--- src/rtl/dmem_access_ctrl.sv ---
// dmem_access_ctrl
// Initiator-side controller for an 8-bank data memory (1K words per bank).
// It takes one load/store at a time from the core, drives a one-hot bank
// enable with address/data/direction, waits out the bank read latency for
// loads and returns a response. Saturating load/store counters are kept
// for profiling.

module dmem_access_ctrl #(
    parameter int RD_LAT = 1,   // bank read latency in cycles, 1..7
    parameter int CNT_W  = 16   // width of each transaction counter
) (
    input  logic             clk,
    input  logic             reset,
    input  logic             req_valid,
    output logic             req_ready,
    input  logic             req_write,
    input  logic [12:0]      req_addr,
    input  logic [31:0]      req_wdata,
    output logic             resp_valid,
    input  logic             resp_ready,
    output logic             resp_write,
    output logic [31:0]      resp_rdata,
    output logic [7:0]       mem_enable,
    output logic [9:0]       mem_address,
    output logic [31:0]      mem_data_in,
    output logic             mem_read_write,
    input  logic [31:0]      mem_rdata,
    output logic [CNT_W-1:0] rd_count,
    output logic [CNT_W-1:0] wr_count
);

    typedef enum logic [1:0] {
        IDLE  = 2'd0,
        ISSUE = 2'd1,
        WAIT  = 2'd2,
        RESP  = 2'd3
    } state_t;

    // The latency counter is 3 bits wide, which covers the legal 1..7 range.
    localparam logic [2:0]       LAT_LOAD = 3'(RD_LAT);
    localparam logic [CNT_W-1:0] CNT_MAX  = {CNT_W{1'b1}};
    localparam logic [CNT_W-1:0] CNT_ONE  = CNT_W'(1);

    state_t     state_r;
    logic       write_r;   // captured direction of the transaction in flight
    logic [2:0] lat_r;     // remaining read-latency cycles in WAIT

    // Bank number to one-hot chip enable; a 3-bit index can never yield all-ones.
    function automatic logic [7:0] bank_decode(input logic [2:0] bank);
        bank_decode = 8'b0000_0001 << bank;
    endfunction

    // Saturating increment for the profiling counters.
    function automatic logic [CNT_W-1:0] sat_inc(input logic [CNT_W-1:0] value);
        if (value == CNT_MAX) begin
            sat_inc = value;
        end else begin
            sat_inc = value + CNT_ONE;
        end
    endfunction

    // Transaction FSM with all outputs registered.
    always_ff @(posedge clk) begin
        if (reset) begin
            state_r        <= IDLE;
            write_r        <= 1'b0;
            lat_r          <= 3'd0;
            req_ready      <= 1'b0;
            resp_valid     <= 1'b0;
            resp_write     <= 1'b0;
            resp_rdata     <= 32'h0000_0000;
            mem_enable     <= 8'h00;
            mem_address    <= 10'h000;
            mem_data_in    <= 32'h0000_0000;
            mem_read_write <= 1'b0;
            rd_count       <= {CNT_W{1'b0}};
            wr_count       <= {CNT_W{1'b0}};
        end else begin
            case (state_r)
                IDLE: begin
                    mem_enable     <= 8'h00;
                    mem_read_write <= 1'b0;
                    resp_valid     <= 1'b0;
                    if (req_valid && req_ready) begin
                        // Capture the request straight into the bank-side
                        // registers so they are valid in the ISSUE cycle.
                        mem_enable     <= bank_decode(req_addr[12:10]);
                        mem_address    <= req_addr[9:0];
                        mem_data_in    <= req_wdata;
                        mem_read_write <= req_write;
                        write_r        <= req_write;
                        req_ready      <= 1'b0;
                        state_r        <= ISSUE;
                    end else begin
                        req_ready <= 1'b1;
                    end
                end

                ISSUE: begin
                    req_ready <= 1'b0;
                    if (write_r) begin
                        // Store completes after a single enable pulse.
                        mem_enable     <= 8'h00;
                        mem_read_write <= 1'b0;
                        resp_rdata     <= 32'h0000_0000;
                        resp_write     <= 1'b1;
                        resp_valid     <= 1'b1;
                        state_r        <= RESP;
                    end else begin
                        // Load keeps the bank enabled while data is in flight.
                        mem_read_write <= 1'b0;
                        lat_r          <= LAT_LOAD;
                        state_r        <= WAIT;
                    end
                end

                WAIT: begin
                    req_ready <= 1'b0;
                    if (lat_r <= 3'd1) begin
                        // This is the cycle RD_LAT cycles after ISSUE: sample now.
                        resp_rdata     <= mem_rdata;
                        resp_write     <= 1'b0;
                        resp_valid     <= 1'b1;
                        mem_enable     <= 8'h00;
                        mem_read_write <= 1'b0;
                        lat_r          <= 3'd0;
                        state_r        <= RESP;
                    end else begin
                        lat_r <= lat_r - 3'd1;
                    end
                end

                RESP: begin
                    mem_enable     <= 8'h00;
                    mem_read_write <= 1'b0;
                    if (resp_ready) begin
                        resp_valid <= 1'b0;
                        req_ready  <= 1'b1;
                        state_r    <= IDLE;
                        if (write_r) begin
                            wr_count <= sat_inc(wr_count);
                        end else begin
                            rd_count <= sat_inc(rd_count);
                        end
                    end else begin
                        // Back-pressure: hold the response untouched.
                        req_ready <= 1'b0;
                    end
                end

                default: begin
                    // Unreachable encoding: fall back to a quiet idle.
                    state_r        <= IDLE;
                    req_ready      <= 1'b0;
                    resp_valid     <= 1'b0;
                    mem_enable     <= 8'h00;
                    mem_read_write <= 1'b0;
                end
            endcase
        end
    end

endmodule

--- config.mk ---
export PLATFORM = sky130hd
export DESIGN_NAME = dmem_access_ctrl
export DESIGN_NICKNAME = d
export VERILOG_FILES = /design/src/rtl/dmem_access_ctrl.sv
export SDC_FILE = /design/constraint.sdc
export NUM_CORES = 1
export LEC_CHECK = 0
export ABC_AREA = 1
export ABC_CLOCK_PERIOD_IN_PS = 2190
export CAP_MARGIN = 30
export CORE_MARGIN = 3
export CORE_UTILIZATION = 26
export CTS_CLUSTER_SIZE = 16
export DETAILED_ROUTE_END_ITERATION = 8
export SKIP_CTS_REPAIR_TIMING = 1
export SYNTH_ARGS = -nofsm -noshare
export SYNTH_HDL_FRONTEND = slang
export SYNTH_SLANG_ARGS = --single-unit
--- constraint.sdc ---
create_clock -name clk -period 2.19 [get_ports clk]
set_clock_uncertainty 0.2 [all_clocks]
set_input_delay 0.3285 -clock clk [delete_from_list [all_inputs] [get_ports clk]]
set_output_delay 0.3285 -clock clk [all_outputs]
set_load 0.02 [all_outputs]
# ---- Word-level counts from Yosys, hierarchy flattened
# Cells that the tools add are included.
dict set report totals {
  memories 0
  romBits 0
  regBits 124
  ramBits 0
  elab_cells 70
  latchBits 0
}
dict set report classes {
  bitwise 3
  div_mod_pow 0
  mux 26
  addsub 3
  reduce_logical 13
  n_shift 1
  multipliers 0
  eq_ne 10
  order_cmp 1
}
# cell n
set op_table {}
lappend op_table {{32-bit two-way mux} 2}
lappend op_table {{32-bit case mux with 2 select lines} 1}
lappend op_table {{16-bit by 1-bit adder with 16-bit output, second input constant} 2}
lappend op_table {{16-bit == test, second input constant} 2}
lappend op_table {{8-bit case mux with 4 select lines} 1}
lappend op_table {{8-bit two-way mux} 3}
lappend op_table {{2-bit inequality test, second input constant} 5}
lappend op_table {{3-bit AND reduction} 3}
lappend op_table {{1-bit two-way mux} 8}
lappend op_table {{2-bit case mux with 4 select lines} 1}
lappend op_table {{4-bit AND reduction} 2}
lappend op_table {{1-bit by 3-bit left shift with 8-bit output, first input constant} 1}
lappend op_table {{2-bit two-way mux} 3}
lappend op_table {{3-bit two-way mux} 2}
lappend op_table {{1-bit case mux with 3 select lines} 2}
lappend op_table {{3-bit case mux with 2 select lines} 1}
lappend op_table {{2-bit AND reduction} 3}
lappend op_table {{2-bit == test, second input constant} 2}
lappend op_table {{1-bit case mux with 4 select lines} 1}
lappend op_table {{2-bit OR reduction} 2}
lappend op_table {{3-bit by 1-bit <= comparator with 1-bit output, second input constant} 1}
lappend op_table {{1-bit inverter} 3}
lappend op_table {{3-bit by 1-bit subtractor with 3-bit output, second input constant} 1}
lappend op_table {{2-bit by 1-bit == test with 1-bit output, second input constant} 1}
lappend op_table {{4 further kinds} 4}

# ---- Logic depth before layout (Yosys ltp)
dict set report depth {
  word_depth 3
  mapped_depth 12
}

# ---- Worst setup path after synthesis
# OpenSTA, ideal clock, no wires.
dict set report synth_timing {
  path_type {register to register}
  startpoint {reg wr_count[0]}
  endpoint {reg wr_count[1]}
  setup_time_ns 0.116
  slack_ns 0.353
  t_arrival_ns 1.521
  stages_incl_launch_ff 10
  path_cell_list {dfxtp_1 > ha_1 > nand3_1 > inv_1 > nand3_1 > nand2_1 > nand2_2 > buf_4 > o21ai_0 > nor2_1}
}
dict set report synth_between {
  elab_chain_len 3
  word_cells_on_any_way 4
}
# item line
set synth_rtl {}
lappend synth_rtl {{start, declared} 29} ;# output logic [CNT_W-1:0] wr_count
lappend synth_rtl {{start signal, assigned} 77} ;# wr_count <= {CNT_W{1'b0}};
lappend synth_rtl {{start signal, assigned} 141} ;# wr_count <= sat_inc(wr_count);
lappend synth_rtl {{branches (longest 3 deep; another with 16-bit by 1-bit adder with 16-bit output)} n/a}
# Several ways; the timed one is not identified.
# A chain may end at the register's enable or synchronous reset.

# ---- Final worst setup path
dict set report layout_timing {
  startpoint {reg wr_count[9]}
  endpoint {out wr_count[9]}
}
# No word-level cell between the ends.

==> key figures <==
Power
  • Sequential share of power: 29.4%
  • Switching Power: 3.49 mW
  • Logic pwr share: 38.7%
  • Final total power: 9.57 mW
  • Peak supply drop: 0.566 mV
  • Internal power: 6.07 mW
  • Clk pwr share: 31.9%
  • Cell leakage power: 3.42 nW
  • Sw Share: 36.5%
  • Power per cell area: 1090 mW/mm²

Critical path
  • Max incr delay on CP: 0.66 ns
  • Crit path max fanout: 6
  • Startpoint types: flip-flop
  • WP data required: 1.66 ns
  • RR Endpoint: resp_rdata[19]
  • Cell Chain, Critical Path: clkdlybuf4s50_1
  • Crit. End Element: output pin
  • RR Startpoint: lat_r[1]
  • CP bufs+invs: 1
  • CP Data Arrival Time: 1.54 ns
  • Critical Path Stages: 1
  • R2R depth: 12
  • Slowest-stage cell, CP: clkdlybuf4s50_1
  • Crit path max-delay family: buffers and inverters
  • Critical path class: reg2out
  • Flop-to-flop setup slack: 0.20 ns
  • Critical Path Sink: wr_count[9]
  • Setup crit start: wr_count[9]

Flow run
  • Maxcap violations: 0

Yosys
  • Synth unique cells: 34
  • Average instance area after synthesis: 6.89 µm²
  • Post-Syn Instances: 845
  • Synthesized area: 0.00582 mm²
  • Seq/Total Area, Yosys: 42.6%
  • Synthesis Warnings: 0
  • Number of synthesized register bits: 124
  • Post-synthesis net count: 936

Floorplan
  • Die Wd: 156 µm
  • Core Footprint: 0.0219 mm²
  • Starting Density: 26.6%
  • Die Ht: 156 µm
  • Site row count: 54
  • Die area: 0.0242 mm²
  • IO Count: 200

Timing
  • Slew at the pin closest to its max-slew limit: 0.459 ns
  • Fin. Hold Viols: 0
  • RSZ-0062 raised after global routing: false
  • Period utilization: 94.4%
  • Post-layout minimum cycle time: 2.07 ns
  • Final Setup Violations: 0
  • Max_slew headroom: 69.4%
  • Max Clk Rate: 483 MHz
  • Max Slew Vio Count: 0
  • Hold slack: 0.122 ns
  • Sum Neg Setup Slack: 0 ns

Finish
  • Post-layout nets: 1134
  • Post-route cell area: 0.00879 mm²
  • Commonest cells after routing, fill and taps aside: 255 x nand2_1, 198 x clkdlybuf4s50_1, 124 x dfxtp_1
  • FILL cells: 2268
  • Diodes inserted: 0
  • FF+latch area: 0.00248 mm²
  • Share of layout cells above drive strength 1: 10.1%
  • Multi-input gate area: 0.00284 mm²
  • Synthesis-to-finish area growth: 51.1%
  • Most common cell after layout, fill and taps aside: nand2_1

Global route
  • Pin count of the biggest net entering global routing: 43
  • Initial antenna violation count: 0
  • First-pass GRT wire length: 28.1 mm
  • GRT Total Usage: 14.3%
  • Via count of the first global-routing pass: 5615
  • Total congestion overflow: 0

Clocking
  • Clock Sinks: 124
  • CTS buffer count: 17
  • CTS Buffer Depth: 2
  • H-tree depth: 4
  • Root buf cell: clkbuf_16
  • Clock latency on the worst-skew pair: 0.41 ns
  • Reg clk slew, reported paths: 0.06 ns
  • CTS tree: yes

Routing
  • DRT iter0 DRCs: 233
  • Drt wl/cell: 13.2 µm
  • Vias per cell: 4.37
  • DRT Wirelength: 17.6 mm
  • Residual DRC count: 0
  • Initial DRT Pass Iterations: 6
  • ANT nets after route: 0
  • Via count: 5836

Hold path
  • HP Class: in2reg
  • Beginning of the worst hold path: reset

Place
  • Hpwl dp: 12.0 mm
  • Final GP Congestion: 0.805
  • Placed inst area: 0.00812 mm²
  • Buffers on Ports: 199

Run status
  • Status: finished clean
## worst min-delay path by stage
stage | to | slack, ns | cells past startpoint
detailed placement | mem_data_in[11] | 0.25 | 2
CTS | resp_rdata[22] | 0.11 | 2
floorplan | lat_r[1] | 0.27 | 2
global route | resp_rdata[0] | 0.12 | 2
global placement | mem_data_in[19] | 0.25 | 2
finish | resp_rdata[0] | 0.12 | 2
## registers in the layout, summed over array words and instances, names as in the netlist, 2 cells and up
signal and flops:
wr_count 16, mem_address 10, resp_rdata 32, mem_enable 8, state_r 2, rd_count 16
mem_data_in 32, lat_r 3
## cells in the mapped netlist
master	number	share of area, %
clkinv_1	1	0.064
nand4_1	6	0.64
nand3_2	5	0.86
buf_2	6	0.52
nand2_2	32	3.4
o21bai_2	1	0.19
ha_1	9	1.9
nand2_4	2	0.39
clkbuf_1	24	1.5
a211oi_1	1	0.13
nand3b_1	1	0.13
o21ai_1	1	0.086
nor2_2	2	0.21
buf_4	4	0.52
xnor2_1	1	0.15
inv_1	71	4.6
buf_8	3	0.77
xor2_1	4	0.60
dfxtp_1	124	43
inv_8	1	0.19
nand2_1	255	16
inv_2	3	0.19
o211ai_1	1	0.13
nand2_8	2	0.69
nor2_1	115	7.4
nand3_1	68	5.8
buf_6	3	0.58
a21oi_1	73	6.3
or2_2	2	0.21
a221oi_1	1	0.15
nor2_4	2	0.39
nor3_1	6	0.52
nor2_8	1	0.34
o21ai_0	14	1.2
## power groups by stage
stage / clock [mW] / combinational [mW] / sequential [mW]
6_report: 3.05 / 3.70 / 2.81
5_1_grt: 3.25 / 4.14 / 2.86
4_1_cts: 3.14 / 3.64 / 2.82
3_5_place_dp: 0 / 3.62 / 2.86
3_3_place_gp: 0 / 3.60 / 2.85
2_1_floorplan: 0 / 1.99 / 3.23
## kinds of logic (layout without fill, tap and decap cells)
| logic type | Yosys count | count (layout) | synth area share (%) |
|---|---|---|---|
| AO/OA/AOI/OAI | 92 | 92 | 8.17 |
| XOR/XNOR | 5 | 5 | 0.752 |
| adder cells (fa/ha/maj) | 9 | 9 | 1.93 |
| buffers and inverters | 116 | 326 | 8.96 |
| flip-flops | 124 | 124 | 42.6 |
| AND/OR/NAND/NOR | 499 | 500 | 37.5 |
## area by class of cell
type                    instances  share of cell area, %
clock inverters                14                   2.21
multi-input cells             606                   32.3
clock buffers                  18                   5.00
inverters                      76                   3.33
well taps                     280                   3.98
repair buffers                218                   25.0
flip-flops and latches        124                   28.2
## layer usage
metal | part of all wire (%) | track usage [%] | up-vias
li1 | - | - | 3045
met1 | 46 | 17.9 | 2624
met2 | 45 | 22.8 | 145
met3 | 7.1 | 5.19 | 22
met4 | 1.9 | 4.88 | 0
met5 | 0 | 0 | -
## per-stage QoR
step	worst slack, ns	std cells	util, %
2_1_floorplan	0.353	845	-
3_3_place_gp	0.0399	1302	37.1
3_5_place_dp	0.0348	1302	37.1
5_1_grt	0.0181	1336	40.2
6_report	0.122	1336	40.2
4_1_cts	0.0972	1334	40.0
Note: power is estimated with default switching activity, not from simulation.
==> variant: new RTL, config.mk and constraints unchanged <==
Encoding of `state_t`: now one-hot (4 bits for 4 states).
--- a/src/rtl/dmem_access_ctrl.sv
+++ b/src/rtl/dmem_access_ctrl.sv
@@ -29,11 +29,11 @@
     output logic [CNT_W-1:0] wr_count
 );
 
-    typedef enum logic [1:0] {
-        IDLE  = 2'd0,
-        ISSUE = 2'd1,
-        WAIT  = 2'd2,
-        RESP  = 2'd3
+    typedef enum logic [3:0] {
+        IDLE  = 4'b0001,
+        ISSUE = 4'b0010,
+        WAIT  = 4'b0100,
+        RESP  = 4'b1000
     } state_t;
 
     // The latency counter is 3 bits wide, which covers the legal 1..7 range.
Behaviour: same outputs for any inputs over 10 cycles, from zero or initial values and one cycle with reset high; not proved beyond that.
==> variant against the original RTL <==
Area after synthesis is 6.9% lower. Sequential cell count is 2 higher. Worst setup slack worse by 0.011 ns. Routed wire length is 4.0% lower. Final area is 4.5% lower. Die area is 6.6% lower. Utilization is 1.1 points higher. Critical endpoint is now wr_count[12]. Highest routed layer is now met5.
Power is not compared: it rests on default switching activity, and its combinational part moved more than twofold at a synthesized area within 25%.
==> variant: results (changes against the original RTL) <==
<table>
<tr><th>Metric</th><th>Value</th></tr>
<tr><th colspan="2">Synthesis</th></tr>
<tr><td>Commonest cells in the netlist</td><td>nand2_1 (177), nor2_1 (140), dfxtp_1 (126)</td></tr>
<tr><td>Sequential-to-total area share from yosys stat</td><td>0.465 (+0.0389)</td></tr>
<tr><td>Post-synthesis cell type count</td><td>29 (-15%)</td></tr>
<tr><td>Cell types occupying the most area after synthesis</td><td>dfxtp_1 (47%), nand2_1 (12%), nor2_1 (9.7%), a21oi_1 (6.8%), nand4_1 (5.7%)</td></tr>
<tr><td>Net count after synthesis</td><td>842 (-10%)</td></tr>
<tr><th colspan="2">STA</th></tr>
<tr><td>Normalized max-slew margin</td><td>0.587 (-0.107)</td></tr>
<tr><th colspan="2">Worst setup path</th></tr>
<tr><td>Arrival time of data at the critical path endpoint</td><td>1.55 ns</td></tr>
<tr><td>Max FO, Critical Path</td><td>7 (+1)</td></tr>
<tr><td>Cell at the slowest stage of the critical path</td><td>clkdlybuf4s50_1</td></tr>
<tr><th colspan="2">Placed design</th></tr>
<tr><td>Area after detailed placement</td><td>7770 sq um (-4.3%)</td></tr>
<tr><td>Detailed-placement wirelength estimate</td><td>11,700 microns (-2.9%)</td></tr>
<tr><td>Final estimated routing congestion in global placement</td><td>0.811 (+0.78%)</td></tr>
<tr><td>Worst slack at placement</td><td>0.0101 ns (-0.0247 ns)</td></tr>
<tr><th colspan="2">Min path</th></tr>
<tr><td>Worst min-delay path category</td><td>in -&gt; reg</td></tr>
<tr><th colspan="2">Global routing</th></tr>
<tr><td>Initial antenna violation count</td><td>1 (+1)</td></tr>
<tr><td>Number of global-route vias before repair</td><td>5,168 (-8.0%)</td></tr>
<tr><td>GR Util All Layers</td><td>0.149 (+0.00634)</td></tr>
<tr><td>Global-route wire length before repair</td><td>26,800 microns (-4.8%)</td></tr>
<tr><td>Maximum number of pins on one net before global-route repair</td><td>53 (+23%)</td></tr>
<tr><th colspan="2">Final layout</th></tr>
<tr><td>Post-layout net count</td><td>1,046 (-7.8%)</td></tr>
<tr><td>Regs by FF count</td><td>mem_data_in: 32 flops, resp_rdata: 32 flops</td></tr>
<tr><td>Share of layout cells above drive strength 1</td><td>0.0791 (-0.0222)</td></tr>
<tr><th colspan="2">Detailed routing</th></tr>
<tr><td>DR vias/cell</td><td>4.45 (+2.0%)</td></tr>
<tr><td>Total wire length after detailed routing</td><td>16,900 microns (-4.0%)</td></tr>
<tr><td>DR pass1 iterations</td><td>4 (-2)</td></tr>
<tr><td>Initial drt markers</td><td>226 (-3.0%)</td></tr>
<tr><th colspan="2">Status</th></tr>
<tr><td>Result of the run</td><td>finished, final reports clean</td></tr>
<tr><th colspan="2">Clock network</th></tr>
<tr><td>Deepest clock path buffer count</td><td>2 (unchanged)</td></tr>
</table>
variant: cell count changes after synthesis, sizes merged, moves of 3 or more:
cell | before | now
clkbuf | 24 | 21
ha | 9 | 4
inv | 75 | 46
nand2 | 291 | 179
nand3 | 73 | 17
nand4 | 6 | 50
nor2 | 120 | 149
nor3 | 6 | 0
o21ai | 15 | 55
xnor2 | 1 | 7
variant: report_power, final:
| group | leakage [nW] | switching (mW) | internal, mW |
|---|---|---|---|
| Sequential | 1.02 | 0.0492 | 2.39 |
| Combinational | 1.76 | 0.381 | 0.356 |
| Clock | 0.304 | 1.14 | 1.84 |
| Total | 3.09 | 1.57 | 4.59 |
variant: worst paths after layout:
check                     from           end  slack [ns]  depth (start not counted)
hold reg to reg     resp_valid    resp_valid        0.26                          2
setup reg to reg   rd_count[0]   rd_count[8]        0.25                          8
hold / removal           reset    state_r[0]        0.17                          4
setup / recovery  wr_count[12]  wr_count[12]        0.11                          1
variant: layer usage:
metal  wire length (microns)  share of wire  up-vias  global-route usage
met3                    1010          0.060       11              0.0548
li1                        -              -     2884                   -
met1                    7710           0.46     2523               0.188
met5                      13        0.00077        -                   0
met4                     142         0.0084        2              0.0403
met2                    8010           0.47      116               0.241
variant: cells by family (layout without fill, tap and decap cells):
family          after synthesis  count (layout)  share of synthesized area
buf+inv                      84             301                     0.0663
compound gates              133             133                      0.125
flops                       126             126                      0.465
xor+xnor                     13              13                     0.0210
simple gates                396             396                      0.313
fa+ha+maj                     4               4                    0.00923
variant: per-stage QoR:
step | instances | hold WS (ns)
3_5_place_dp | 1211 | 0.251
4_1_cts | 1243 | 0.162
2_1_floorplan | 756 | 0.252
6_report | 1243 | 0.170
3_3_place_gp | 1211 | 0.247
5_1_grt | 1243 | 0.191
variant: worst min-delay path: cells and delay by family:
kind / cells / cell delay [ns]
buffers and inverters: 3 / 0.34
AND/OR/NAND/NOR: 1 / 0.08
variant: cell type report:
class                   instances  area (sq um)
multi-input cells             546          2550
well taps                     270           338
flip-flops and latches        126          2520
clock buffers                  18           439
clock inverters                14           180
fillers                      2071         12000
repair buffers                222          2200
inverters                      47           176
